===== src/rtl/div_pkg.sv =====
// div_pkg: shared defaults and slot record for the divider feeder
package div_pkg;
  localparam int WN_DEF     = 8;
  localparam int WD_DEF     = 6;
  localparam int DEPTH_DEF  = 4;
  localparam int PERIOD_DEF = 18;
  typedef struct packed {
    logic v;
    logic dz;
  } slot_t;
endpackage


===== src/rtl/div_fifo.sv =====
// div_fifo: registered operand FIFO with wrap-bit pointers
module div_fifo #(
  parameter int W     = 15,
  parameter int DEPTH = 4
) (
  input  logic         clk,
  input  logic         reset,
  input  logic         push,
  input  logic         pop,
  input  logic [W-1:0] wdata,
  output logic [W-1:0] rdata,
  output logic         full,
  output logic         empty
);
  localparam int AW = $clog2(DEPTH);
  logic [AW:0]  wp, rp;
  logic [W-1:0] mem [DEPTH];
  assign empty = wp == rp;
  assign full  = (wp[AW] != rp[AW]) && (wp[AW-1:0] == rp[AW-1:0]);
  assign rdata = mem[rp[AW-1:0]];
  always_ff @(posedge clk) begin
    if (!reset) begin
      wp <= '0;
      rp <= '0;
    end else begin
      if (push) wp <= wp + (AW+1)'(1);
      if (pop) rp <= rp + (AW+1)'(1);
    end
  end
  always_ff @(posedge clk)
    if (push) mem[wp[AW-1:0]] <= wdata;
endmodule


===== src/rtl/div_feed.sv =====
// div_feed: feeds queued operands to a fixed-period divider and collects results in order
module div_feed
  import div_pkg::*;
#(
  parameter int WN     = WN_DEF,
  parameter int WD     = WD_DEF,
  parameter int DEPTH  = DEPTH_DEF,
  parameter int PERIOD = PERIOD_DEF
) (
  input  logic          clk,
  input  logic          reset,
  input  logic          in_valid,
  output logic          in_ready,
  input  logic [WN-1:0] n_in,
  input  logic [WD-1:0] d_in,
  output logic [WN-1:0] n_div,
  output logic [WD-1:0] d_div,
  input  logic [WN-1:0] q_div,
  input  logic [WD-1:0] r_div,
  output logic          res_valid,
  output logic [WN-1:0] res_q,
  output logic [WD-1:0] res_r,
  output logic          res_dz
);
  localparam int PW = $clog2(PERIOD);
  logic [PW-1:0]  ph;
  logic [WN+WD:0] head;
  logic           full, empty, push, pop, last, issue, issue_dz;
  slot_t          slot0, slot1;
  assign last     = ph == PW'(PERIOD - 1);
  assign in_ready = !full;
  assign push     = in_valid && !full;
  assign pop      = last && !empty;
  div_fifo #(.W(WN + WD + 1), .DEPTH(DEPTH)) u_fifo (
    .clk   (clk),
    .reset (reset),
    .push  (push),
    .pop   (pop),
    .wdata ({n_in, d_in, d_in == '0}),
    .rdata (head),
    .full  (full),
    .empty (empty)
  );
  // issue/issue_dz describe the division just loaded; the tracker ages it one period per stage
  always_ff @(posedge clk) begin
    if (!reset) begin
      ph        <= '0;
      issue     <= 1'b0;
      issue_dz  <= 1'b0;
      slot0     <= '0;
      slot1     <= '0;
      n_div     <= '0;
      d_div     <= '0;
      res_q     <= '0;
      res_r     <= '0;
      res_valid <= 1'b0;
      res_dz    <= 1'b0;
    end else begin
      ph        <= last ? '0 : ph + PW'(1);
      res_valid <= ph == '0 && slot1.v;
      if (last) begin
        issue    <= !empty;
        issue_dz <= !empty && head[0];
        slot0    <= '{v: issue, dz: issue_dz};
        slot1    <= slot0;
      end
      if (pop) begin
        n_div <= head[WN+WD:WD+1];
        d_div <= head[WD:1];
      end
      if (ph == '0 && slot1.v) begin
        res_q  <= slot1.dz ? '1 : q_div;
        res_r  <= slot1.dz ? '0 : r_div;
        res_dz <= slot1.dz;
      end
    end
  end
endmodule


===== config.mk =====
export PLATFORM = sky130hd
export DESIGN_NAME = div_feed
export DESIGN_NICKNAME = d
export VERILOG_FILES = /design/src/rtl/div_pkg.sv /design/src/rtl/div_fifo.sv /design/src/rtl/div_feed.sv
export SDC_FILE = /design/constraint.sdc
export NUM_CORES = 1
export LEC_CHECK = 0
export ABC_AREA = 1
export BUFFER_PORTS_ARGS = -buffer_cell sky130_fd_sc_hd__buf_2
export CELL_PAD_IN_SITES_DETAIL_PLACEMENT = 1
export CELL_PAD_IN_SITES_GLOBAL_PLACEMENT = 2
export CORE_MARGIN = 3
export CORE_UTILIZATION = 38
export DETAILED_ROUTE_END_ITERATION = 6
export GPL_ROUTABILITY_DRIVEN = 0
export PLACE_DENSITY_LB_ADDON = 0.08
export SYNTH_ARGS = -nofsm -noshare
export SYNTH_HDL_FRONTEND = slang
export SYNTH_SLANG_ARGS = --single-unit

===== constraint.sdc =====
create_clock -name clk -period 4.19 [get_ports clk]
set_input_delay 0.2095 -clock clk [delete_from_list [all_inputs] [get_ports clk]]
set_output_delay 0.2095 -clock clk [all_outputs]
set_load 0.005 [all_outputs]

==> metrics <==
hold buffers post-CTS=0; CP required=4.46 ns; fin util=0.459; Yosys cell types=28; worst-case clock buffer depth=2; max_slew headroom=0.364; Clock power frac=0.386; clock latency at the later pin of the worst-skew pair=0.35 ns; critical path's slowest cell=nand4_2; clock slew at reported path FFs=0.08 ns; via/cell ratio=4.75; DRC=0; total CTS buffers=9; sequential cell fraction of total power=0.565; worst vdd ir=roughly 0.28 mV; CTS resizes=0; H-Tree Depth=3; RSZ-0062 raised after global routing=false; PortBufs=roughly 60; Setup Skew=0.0130 ns; detailed-route wire length=9.90 mm; Least-Margin Pin Slew=0.952 ns; clk root buf=clkbuf_16; Initial Util=0.398; power per cell area=406 nW/um^2; most common cell in the netlist=nor2_1; slowest stage delay, CP=0.52 ns; sw frac=0.228; area taken by flip-flops and latches=between 2000 and 3000 um^2; Worst Path Buf+Inv=1; crit path time final=1.91 ns; CP Launch Type=flip-flop; Mapped Cells=458; die area=12900 um^2; Yosys Warn Count=0; FMAX=523 MHz; Placed Cells incl. Taps=approximately 640; Layout Nets=554; area grow syn2layout=15.4%; status=complete, no violations; CP Max Fanout=24; mapped cell area=4410 um^2; CP top delay family=simple AND/OR/NAND/NOR gates; Filler Cells Inserted=approximately 1300; CTS tree=done; FFs w/ async S/R, synth=0; clk sink count=109; setup_tns=0 ns; Synth top area share=0.409; pre-CTS setup slack=2.26 ns; DR iter-0 viols=between 150 and 200; Post-CTS Setup Bufs=0; Antenna diodes=0; non-filler cells, final=660; Syn Nets=approximately 500; area leader, netlist=edfxtp_1; site row count=38; Hold Crit Class=primary input to flip-flop; top post-synthesis cells by count=111 x nor2_1, 69 x nand2_1, 60 x edfxtp_1; kind of critical path=flip-flop to flip-flop; Area contributors post-synth=edfxtp_1 41%, dfxtp_1 22%, nor2_1 9.4%; Final Hold Fails=0; DIE WIDTH=114 um; Comb pwr share=0.049; vias in the first global route=3199; post-route clock period utilization=0.456; antenna violations before repair=0; overall routing resource usage=0.163; DRT antenna net count=0; Top FF cell, synth=edfxtp_1; core area=11100 um^2; Avg WL per Cell=15.0 um; total of max-cap violations=0; post-synthesis sequential area ratio=0.631; Lkg Pwr=around 0.0021 uW; Avg Synthesized Cell Area=9.63 um^2; worst-path cell chain=inv_1 > ha_1 > nand4_2 > nor2_2 > nand2_1 > a21oi_1; kind of end point of the critical path=flip-flop; layout cell share with drive strength beyond 1=0.196; arrival time worst endpoint=2.18 ns; synthesis-stage register bit count=109; area of the multi-input gates=1360 um^2; grt ovf=0; I/O Pins=62; first-pass GRT wire length=about 16 mm; Final Slew Violations=0; internal power=1600 uW; number of synthesized flops with an enable pin=60; Chip Height=114 um; Setup Viol. Count Final=0; Switch Pwr=roughly 470 uW; post-detail-place hpwl=between 6 and 7 mm; largest net degree at the start of global routing=33; fin worst setup slack=2.28 ns; drt pass-1 iters=4; Vias=3138
-- power by group through the flow --
stage | combinational, uW | clock, uW | sequential [uW]
6_report | 101 | 798 | 1170
5_1_grt | 116 | 863 | 1170
4_1_cts | 103 | 824 | 1170
3_5_place_dp | 102 | 0 | 1190
3_3_place_gp | 99.2 | 0 | 1190
2_1_floorplan | 56.7 | 0 | 1190
-- state kept, by name, indices dropped and copies added (netlist names), 2 cells and up, named ones only --
register / count
u_fifo.mem: 60
ph: 5
u_fifo.wp: 3
res_q: 8
u_fifo.rp: 3
res_r: 6
slot0: 2
n_div: 8
d_div: 6
slot1: 2
-- metal layers --
| layer | share of wire | global-route usage | up-vias |
|---|---|---|---|
| met5 | 0 | 0 | - |
| met4 | 0.016 | 0.0649 | 0 |
| met3 | 0.037 | 0.0313 | 9 |
| met2 | 0.45 | 0.258 | 59 |
| met1 | 0.50 | 0.220 | 1473 |
| li1 | - | - | 1597 |
-- cell families after synthesis --
group,share of synthesized area
AO/OA/AOI/OAI,0.0800
XOR/XNOR,0.00397
adder cells (fa/ha/maj),0.0227
buffers and inverters,0.0596
flip-flops,0.631
AND/OR/NAND/NOR,0.203
-- through the flow --
stage               power [uW]  hold slack [ns]  area (um^2)
CTS                       2100           0.0547         5090
detailed placement        1300            0.431         4810
finish                    2070           0.0720         5090
floorplan                 1250            0.308         4410
global route              2150           0.0606         5090
global placement          1290            0.420         4810
-- layout make-up --
cell class / instances / area share
Tap cell: 140 / 0.0344
Timing Repair Buffer: 65 / 0.0659
Multi-Input combinational cell: 290 / 0.268
Sequential cell: 109 / 0.547
Clock inverter: 6 / 0.00886
Inverter: 40 / 0.0305
Clock buffer: 10 / 0.0450
-- path summary, 6_finish.rpt --
check	depth (start not counted)	startpoint	slack (ns)	end
hold / removal	1	n_in[7]	0.07	u_fifo.mem[3][14]$_DFFE_PP_
hold reg to reg	2	issue$_SDFFE_PN0N_	0.46	issue$_SDFFE_PN0N_
setup reg to reg	6	ph[0]$_SDFF_PP0_	2.28	res_r[2]$_SDFFE_PN0P_
setup / recovery	6	ph[0]$_SDFF_PP0_	2.28	res_r[2]$_SDFFE_PN0P_
-- cells in the final DEF (no fill, tap or decap), types with 2 or more instances in the layout --
| master | Yosys | final |
|---|---|---|
| nor2_1 | 111 | 111 |
| nand2_1 | 69 | 69 |
| buf_2 | 10 | 61 |
| edfxtp_1 | 60 | 60 |
| dfxtp_1 | 49 | 49 |
| o21ai_0 | 48 | 48 |
| inv_1 | 35 | 35 |
| a21oi_1 | 20 | 20 |
| nor2_2 | 10 | 10 |
| clkbuf_16 | 0 | 9 |
| nand3_1 | 8 | 8 |
| ha_1 | 8 | 8 |
| inv_2 | 4 | 4 |
| buf_4 | 0 | 4 |
| nand2_2 | 3 | 3 |
| nand3_4 | 2 | 2 |
| clkinv_4 | 1 | 2 |
| nand3b_1 | 2 | 2 |
| clkinvlp_4 | 0 | 2 |
| inv_6 | 0 | 2 |
Note: power is estimated with default switching activity, not from simulation.
